File: config.mk
export PLATFORM = sky130hd
export DESIGN_NAME = timer_csr
export DESIGN_NICKNAME = d
export VERILOG_FILES = /design/src/rtl/timer_csr.sv
export SDC_FILE = /design/constraint.sdc
export NUM_CORES = 1
export LEC_CHECK = 0
export BUFFER_PORTS_ARGS = -buffer_cell sky130_fd_sc_hd__buf_4
export CAP_MARGIN = 20
export CORE_ASPECT_RATIO = 0.75
export CORE_MARGIN = 2
export CORE_UTILIZATION = 35
export DETAILED_ROUTE_END_ITERATION = 7
export GPL_TIMING_DRIVEN = 0
export PLACE_DENSITY = 0.62
export SKIP_LAST_GASP = 1
export SYNTH_ARGS = -nofsm -noshare
export SYNTH_HDL_FRONTEND = slang
export SYNTH_SLANG_ARGS = --single-unit
File: constraint.sdc
create_clock -name aclk -period 4.8 [get_ports aclk]
set_input_delay 0.24 -clock aclk [delete_from_list [all_inputs] [get_ports aclk]]
set_output_delay 0.24 -clock aclk [all_outputs]
set_load 0.1 [all_outputs]
File: src/rtl/timer_csr.sv
// timer_csr: timer core behind a bram-style CSR port.
//
// Holds the timer control registers, a 16-bit prescaler, a 32-bit up-counter
// with compare match, and a level interrupt. Read data is registered, one cycle
// after the read strobe.
//
// Ports:
//   aclk          clock
//   aresetn       asynchronous active-low reset
//   bram_addr     CSR byte address, bits [1:0] ignored
//   bram_wr       write strobe, one cycle per access
//   bram_wr_data  write data, valid with bram_wr
//   bram_rd       read strobe, one cycle per access
//   bram_rd_data  read data, valid the cycle after bram_rd, held until next read
//   irq           level interrupt = STATUS.IP & CONTROL.IE
//
// Register map (byte offsets):
//   0x00 CONTROL  [0] EN, [1] IE, [2] AUTO, [3] CLR (write-only, reads 0)
//   0x04 STATUS   [0] IP, write 1 to clear
//   0x08 PRESCALE [15:0]
//   0x0C COMPARE  [31:0]
//   0x10 COUNTER  [31:0]
//   0x14 VERSION  read-only constant

module timer_csr #(
  parameter int unsigned     ADD_WIDTH = 8,
  parameter logic [31:0]     VERSION   = 32'h2024_0701
) (
  input  logic                 aclk,
  input  logic                 aresetn,
  input  logic [ADD_WIDTH-1:0] bram_addr,
  input  logic                 bram_wr,
  input  logic [31:0]          bram_wr_data,
  input  logic                 bram_rd,
  output logic [31:0]          bram_rd_data,
  output logic                 irq
);

  localparam logic [ADD_WIDTH-1:0] OffControl  = ADD_WIDTH'(8'h00);
  localparam logic [ADD_WIDTH-1:0] OffStatus   = ADD_WIDTH'(8'h04);
  localparam logic [ADD_WIDTH-1:0] OffPrescale = ADD_WIDTH'(8'h08);
  localparam logic [ADD_WIDTH-1:0] OffCompare  = ADD_WIDTH'(8'h0C);
  localparam logic [ADD_WIDTH-1:0] OffCounter  = ADD_WIDTH'(8'h10);
  localparam logic [ADD_WIDTH-1:0] OffVersion  = ADD_WIDTH'(8'h14);

  logic        en_q, en_d;
  logic        ie_q, ie_d;
  logic        auto_q, auto_d;
  logic        ip_q, ip_d;
  logic [15:0] prescale_q, prescale_d;
  logic [31:0] compare_q, compare_d;
  logic [31:0] counter_q, counter_d;
  logic [15:0] psc_q, psc_d;
  logic [31:0] rd_data_q, rd_data_d;

  logic [ADD_WIDTH-1:0] addr_w;
  logic                 unused_addr_lsb;
  logic wr_ctrl, wr_status, wr_psc, wr_cmp, wr_cnt;
  logic tick, clr, match, psc_zero;
  logic [31:0] rd_mux;

  // Byte-address bits [1:0] do not select anything.
  assign addr_w          = {bram_addr[ADD_WIDTH-1:2], 2'b00};
  assign unused_addr_lsb = ^bram_addr[1:0];

  always_comb begin
    wr_ctrl   = bram_wr && (addr_w == OffControl);
    wr_status = bram_wr && (addr_w == OffStatus);
    wr_psc    = bram_wr && (addr_w == OffPrescale);
    wr_cmp    = bram_wr && (addr_w == OffCompare);
    wr_cnt    = bram_wr && (addr_w == OffCounter);

    tick = en_q && (psc_q == prescale_q);
    clr  = wr_ctrl && bram_wr_data[3];
    // A software COUNTER write or CLR in the tick cycle suppresses the match.
    match = tick && !wr_cnt && !clr && (counter_q == compare_q);
    // Restart the prescale phase on enable rising, reload or counter reposition.
    psc_zero = (wr_ctrl && bram_wr_data[0] && !en_q) || wr_psc || wr_cnt || clr;
  end

  always_comb begin
    psc_d = psc_q;
    if (psc_zero) begin
      psc_d = '0;
    end else if (tick) begin
      psc_d = '0;
    end else if (en_q) begin
      psc_d = psc_q + 16'd1;
    end

    counter_d = counter_q;
    if (wr_cnt) begin
      counter_d = bram_wr_data;
    end else if (clr) begin
      counter_d = '0;
    end else if (tick) begin
      if (match && auto_q) begin
        counter_d = '0;
      end else begin
        counter_d = counter_q + 32'd1;
      end
    end

    en_d   = en_q;
    ie_d   = ie_q;
    auto_d = auto_q;
    if (wr_ctrl) begin
      en_d   = bram_wr_data[0];
      ie_d   = bram_wr_data[1];
      auto_d = bram_wr_data[2];
    end else if (match && !auto_q) begin
      en_d = 1'b0;  // one-shot stop
    end

    // Hardware set takes priority over the write-1-clear.
    ip_d = ip_q;
    if (match) begin
      ip_d = 1'b1;
    end else if (wr_status && bram_wr_data[0]) begin
      ip_d = 1'b0;
    end

    prescale_d = wr_psc ? bram_wr_data[15:0] : prescale_q;
    compare_d  = wr_cmp ? bram_wr_data : compare_q;
  end

  always_comb begin
    rd_mux = '0;
    case (addr_w)
      OffControl:  rd_mux = {29'd0, auto_q, ie_q, en_q};
      OffStatus:   rd_mux = {31'd0, ip_q};
      OffPrescale: rd_mux = {16'd0, prescale_q};
      OffCompare:  rd_mux = compare_q;
      OffCounter:  rd_mux = counter_q;
      OffVersion:  rd_mux = VERSION;
      default:     rd_mux = '0;
    endcase
    // Pre-write state is returned when a read and write coincide.
    rd_data_d = bram_rd ? rd_mux : rd_data_q;
  end

  always_ff @(posedge aclk or negedge aresetn) begin
    if (!aresetn) begin
      en_q       <= 1'b0;
      ie_q       <= 1'b0;
      auto_q     <= 1'b0;
      ip_q       <= 1'b0;
      prescale_q <= '0;
      compare_q  <= '0;
      counter_q  <= '0;
      psc_q      <= '0;
      rd_data_q  <= '0;
    end else begin
      en_q       <= en_d;
      ie_q       <= ie_d;
      auto_q     <= auto_d;
      ip_q       <= ip_d;
      prescale_q <= prescale_d;
      compare_q  <= compare_d;
      counter_q  <= counter_d;
      psc_q      <= psc_d;
      rd_data_q  <= rd_data_d;
    end
  end

  assign bram_rd_data = rd_data_q;
  assign irq          = ip_q & ie_q;

endmodule

==> impl_metrics.json, run 1 <==
{
  "wl_per_cell_um": 21.8,
  "cts_buffer_depth": 2,
  "drv_slew": 0,
  "power_w": 0.00343,
  "holdPathEnd": "counter_q[28]$_DFFE_PN0P_",
  "final_cell_mix": "dfrtp_1 (132), buf_4 (71), nand2_1 (51)",
  "min_path_type": "in -> reg",
  "cp.required_ns": 5.12,
  "clk_pin_slew_worst_paths_ns": 0.06,
  "syn_area_um2": 7270,
  "first_global_vias": 6042,
  "critPathCaptureType": "flop",
  "cts_buffers": 17,
  "met1Wirelength_mm": 12.0,
  "cts_sinks": 132,
  "synthCells": 744,
  "synth_top_cell_by_area": "dfrtp_1",
  "ctsHtreeMaxLevel": 4,
  "io_pins": 77,
  "die_w_um": 170,
  "grt_overflow": 0,
  "timing.reg2reg.setup_slack_ns": 1.39,
  "drc": 0,
  "timing.final.crit_share": 0.710,
  "numPortBuffers": 72,
  "layout.cells.non_filler": 1132,
  "drive_above_1_share": 0.213,
  "finClkSkew_ns": 0.0100,
  "rsz0062_at_grt": "no",
  "dr.pass1.iters": 6,
  "wirelength_mm": 24.6,
  "start_util": 0.358,
  "antenna_found_initial": 0,
  "worst_setup_path_start_kind": "flop",
  "clock_latency_ns": 0.44,
  "leakage_nw": 3.86,
  "fp-row-count": 45,
  "synthesis.nets": 790,
  "hpwl_mm": 18.1,
  "n_antenna_cell": 0,
  "crit_fanout": 10,
  "async_flop_share": 1.00,
  "irDropWorstVdd_uv": 179,
  "maxCapViolCount": 0,
  "area_growth_pct": 21.7,
  "min_path_cells": 2,
  "via_count": 6403,
  "hp-start": "bram_wr_data[28]",
  "grt_pass1_wl_mm": 37.3,
  "synth_ff_type": "dfrtp_1",
  "outcome": "completed",
  "ant_nets": 0,
  "finalHoldViolCount": 0,
  "rr_startpoint": "counter_q[0]$_DFFE_PN0P_",
  "ys_seq_area_frac": 0.454,
  "fin_area_um2": 8850,
  "slew_headroom": 0.378,
  "placed_cells": 1099,
  "p_per_area_nw_per_um2": 387,
  "dpl_cell_area_um2": 8210,
  "r2r_end": "counter_q[13]$_DFFE_PN0P_",
  "arrival_ns": 3.73,
  "setup_viol": 0,
  "grtUsageTotal": 0.232,
  "synthDistinctLibCells": 68,
  "core_region_area_um2": 20300,
  "postSynthAreaPerCell_um2": 9.78,
  "die-area_um2": 22000,
  "synth_edf_count": 0,
  "post-route-min-period_ns": 3.41,
  "gp_congestion": 1.00,
  "ys_ff_latch": 132,
  "dr.max_layer_used": "met4",
  "cts_tree": "yes",
  "worst_r2r_path_depth": 8,
  "ys.warnings.count": 0,
  "synth_top_area_frac": 0.454,
  "viasPerCell": 5.66,
  "synthTopCellsByArea": "dfrtp_1 (45%), mux2_2 (7.7%), xor2_1 (4.6%)",
  "drtIter0Drc": 862,
  "route.met2.wl_mm": 9.64,
  "tns_ns": 0,
  "fmax_mhz": 293,
  "hold_ws_ns": 0.0216,
  "grt_max_degree": 79,
  "final_common_cell": "dfrtp_1",
  "tightest_slew_ns": 0.925,
  "worstSetupPathType": "reg -> reg",
  "layout.nets": 883,
  "wl_met3_mm": 2.70,
  "cts_setup_buffers": 0,
  "die_y_um": 129,
  "ctsRootBufferMaster": "clkbuf_16"
}
-- worst max-delay path: stages, from the launching register on --
cell,delay (ns)
dfrtp_1,0.38
clkbuf_1,0.19
xor2_1,0.20
nor4_1,0.56
nand4_1,0.39
nor3_2,0.70
clkbuf_1,0.51
nor3_1,0.13
a211o_1,0.24
-- synthesized netlist by cell type, types with 5 or more instances --
| library cell | n |
|---|---|
| or4_1 | 5 |
| xor2_1 | 38 |
| nand2_1 | 51 |
| or3_1 | 8 |
| inv_1 | 39 |
| clkbuf_1 | 34 |
| nor4_1 | 23 |
| nor3_1 | 22 |
| xnor2_1 | 27 |
| nor2_1 | 49 |
| a22o_1 | 7 |
| buf_2 | 12 |
| a311o_1 | 5 |
| nand3b_1 | 6 |
| o21ai_0 | 6 |
| dfrtp_1 | 132 |
| a222oi_1 | 10 |
| nand3_1 | 30 |
| nand4_1 | 17 |
| a22oi_1 | 13 |
| mux2_2 | 50 |
| buf_1 | 5 |
| a221oi_1 | 6 |
| and3_1 | 11 |
| a21oi_1 | 36 |
| o22ai_1 | 31 |
-- area by class of cell --
cell class	instances	area, µm²
fill	1980	11500
multi-input combinational	519	3600
sequential	132	3300
timing repair buffer	74	582
clock buffer	24	492
tap	282	353
buffer	54	228
clock inverter	8	146
inverter	39	146
-- per-stage QoR --
| stage | util | worst slack [ns] |
|---|---|---|
| 6_report | 0.436 | 1.39 |
| 3_3_place_gp | 0.402 | 1.53 |
| 4_1_cts | 0.436 | 1.58 |
| 2_1_floorplan | - | 2.53 |
| 5_1_grt | 0.436 | 1.25 |
| 3_5_place_dp | 0.404 | 1.60 |
-- sequential cells by signal, indices dropped and copies added, names as in the netlist --
signal	count
bram_rd_data	32
compare_q	32
counter_q	32
prescale_q	16
psc_q	16
auto_q	1
en_q	1
ie_q	1
ip_q	1
-- layer usage --
metal	global-route usage	vias to the layer above
met4	0.0649	0
met2	0.300	332
met5	0	-
met1	0.360	3114
li1	-	2929
met3	0.0754	28
-- kinds of logic (layout without fill, tap and decap cells) --
logic type,after synthesis,in the layout,share of synthesized area
buf+inv,93,199,0.0514
simple gates,247,247,0.181
xor+xnor,65,65,0.0783
flops,132,132,0.454
fa+ha+maj,2,2,0.00344
compound gates,151,151,0.149
mux,54,54,0.0829
-- report_power, final --
group	internal (W)	total, W	leakage, nW	switching [W]
Clock	0.000924	0.00144	0.310	0.000516
Sequential	0.00123	0.00138	1.73	0.000141
Combinational	0.000246	0.000614	1.82	0.000368
Total	0.00240	0.00343	3.86	0.00102
-- repair_timing --
item	CTS	global route
hold buffers	1	0
resized for setup	0	0
endpoints found under the hold margin	54	0
-- worst max path at each step --
stage                             start                         to  slack (ns)  cells after the start
3_3_place_gp   counter_q[0]$_DFFE_PN0P_  counter_q[13]$_DFFE_PN0P_        1.53                      8
6_report       counter_q[0]$_DFFE_PN0P_  counter_q[13]$_DFFE_PN0P_        1.39                      8
3_5_place_dp   counter_q[0]$_DFFE_PN0P_  counter_q[13]$_DFFE_PN0P_        1.60                      8
5_1_grt        counter_q[0]$_DFFE_PN0P_  counter_q[28]$_DFFE_PN0P_        1.25                      8
4_1_cts        counter_q[0]$_DFFE_PN0P_  counter_q[13]$_DFFE_PN0P_        1.58                      8
2_1_floorplan      psc_q[3]$_DFFE_PN0P_  counter_q[28]$_DFFE_PN0P_        2.53                      7
Power figures use the tool's default switching activity.
==> run 2: changes to the inputs <==
clock period = 3.43 ns   (was 4.8 ns; I/O delays follow)
==> run 2 against run 1 <==
Effect of this change: clock skew down 0.00084 ns; clock-buffer cell count stayed put; total power increased by 40%; register-to-register slack lost 1.2 ns; global-route usage up 0.11 points; critical endpoint unchanged; combinational power up 43%.
==> impl_metrics.json, run 2 (synthesis gave the netlist of run 1 again) <==
{
  "via_count": 6469,
  "die-area_um2": 22000,
  "p_per_area_nw_per_um2": 529,
  "worst_setup_path_start_kind": "flop",
  "grtUsageTotal": 0.233,
  "final_cell_mix": "dfrtp_1 (132), buf_4 (71), nand2_1 (51)",
  "cp.required_ns": 3.75,
  "core_region_area_um2": 20300,
  "antenna_found_initial": 0,
  "rsz0062_at_grt": "no",
  "finClkSkew_ns": 0.00919,
  "gp_congestion": 1.00,
  "setup_viol": 0,
  "fp-row-count": 45,
  "fin_area_um2": 9090,
  "fmax_mhz": 309,
  "worstSetupPathType": "reg -> reg",
  "drc": 0,
  "io_pins": 77,
  "cts_buffers": 17,
  "slew_headroom": 0.368,
  "final_common_cell": "dfrtp_1",
  "cts_buffer_depth": 2,
  "critPathMaxStageDelay_ns": 0.58,
  "grt_overflow": 0,
  "cts_tree": "yes",
  "dr.pass1.iters": 7,
  "drive_above_1_share": 0.207,
  "maxCapViolCount": 0,
  "area_growth_pct": 25.0,
  "start_util": 0.358,
  "ant_nets": 0,
  "ctsRootBufferMaster": "clkbuf_16",
  "crit_slowest_cell": "nor4_1",
  "viasPerCell": 5.60,
  "die_y_um": 129,
  "wl_per_cell_um": 21.4,
  "ctsHtreeMaxLevel": 4,
  "numPortBuffers": 72,
  "min_path_type": "in -> reg",
  "worst-path-buf-inv": 1,
  "outcome": "completed",
  "tns_ns": 0,
  "critPathCaptureType": "flop",
  "grt_pass1_wl_mm": 37.6,
  "grt_max_degree": 79,
  "tightest_slew_ns": 0.941,
  "layout.nets": 906,
  "leakage_nw": 3.96,
  "final_util": 0.447,
  "drtIter0Drc": 807,
  "die_w_um": 170,
  "timing.final.crit_share": 0.943,
  "crit_fanout": 10,
  "min_path_cells": 2,
  "path_delay_family": "simple AND/OR/NAND/NOR gates",
  "worstSetupPathDepth": 7,
  "irDropWorstVdd_uv": 251,
  "dpl_cell_area_um2": 8210,
  "worst_r2r_path_depth": 7,
  "clk_pin_slew_worst_paths_ns": 0.06,
  "wirelength_mm": 24.7,
  "n_antenna_cell": 0,
  "drv_slew": 0,
  "arrival_ns": 3.56,
  "cp_cell_sequence": "xor2_1 -> nor4_1 -> nand4_1 -> nor3_4 -> clkbuf_1 -> nor3_1 -> a211o_1",
  "finalHoldViolCount": 0,
  "cts_sinks": 132,
  "hpwl_mm": 18.1,
  "clock_latency_ns": 0.44,
  "post-route-min-period_ns": 3.23,
  "first_global_vias": 6098
}
## run 2: cell types whose count changed in the layout (fill, tap and decap cells not counted), sizes merged
cell / delta
dlygate4sd3: +23
## run 2: area by class of cell
cell class              instances  area [µm²]
clock buffers                  24         492
inverters                      39         146
fillers                      1956       11200
well taps                     282         353
flip-flops and latches        132        3300
repair buffers                 97         812
multi-input cells             519        3610
clock inverters                 8         146
plain buffers                  54         228
## run 2: layer usage
layer / GRT usage / share of wire
met2: 0.303 / 0.39
met1: 0.361 / 0.49
met5: 0 / 0
met3: 0.0751 / 0.11
met4: 0.0649 / 0.014
## run 2: power by group
part	total, W	switching [W]	internal, W
clock	0.00201	0.000720	0.00129
combinational	0.000875	0.000514	0.000362
sequential	0.00192	0.000197	0.00173
total	0.00481	0.00143	0.00338
## run 2: final timing paths
kind,from,end,slack (ns)
max,counter_q[26]$_DFFE_PN0P_,counter_q[13]$_DFFE_PN0P_,0.20
min,bram_wr_data[8],compare_q[8]$_DFFE_PN0P_,0.003
max reg2reg,counter_q[26]$_DFFE_PN0P_,counter_q[13]$_DFFE_PN0P_,0.20
min reg2reg,bram_rd_data[14]$_DFFE_PN0P_,bram_rd_data[14]$_DFFE_PN0P_,0.53
max in group asynchronous,aresetn,bram_rd_data[18]$_DFFE_PN0P_,2.38
min in group asynchronous,aresetn,bram_rd_data[1]$_DFFE_PN0P_,0.27
## run 2: repair_timing
item / in CTS / in global routing
setup buffers: 0 / 0
setup endpoints to repair: 0 / 7
hold buffers: 24 / 0
resized for setup: 0 / 1
endpoints found under the hold margin: 94 / 0
## run 2: worst register-to-register path, stage by stage (launching register included)
cell and delay (ns):
dfrtp_1 0.45, xor2_1 0.26, nor4_1 0.58, nand4_1 0.43, nor3_4 0.54, clkbuf_1 0.51, nor3_1 0.13, a211o_1 0.24
## run 2: metrics by stage
| step | instances | hold WS [ns] | worst slack [ns] | total power (W) |
|---|---|---|---|---|
| 2_1_floorplan | 744 | -0.124 | 1.16 | 0.00245 |
| 3_3_place_gp | 1098 | 0.401 | 0.157 | 0.00277 |
| 3_5_place_dp | 1099 | 0.185 | 0.233 | 0.00278 |
| 4_1_cts | 1155 | 0.000514 | 0.211 | 0.00482 |
| 5_1_grt | 1155 | 0.00799 | 0.0118 | 0.00500 |
| 6_report | 1155 | 0.00279 | 0.195 | 0.00481 |
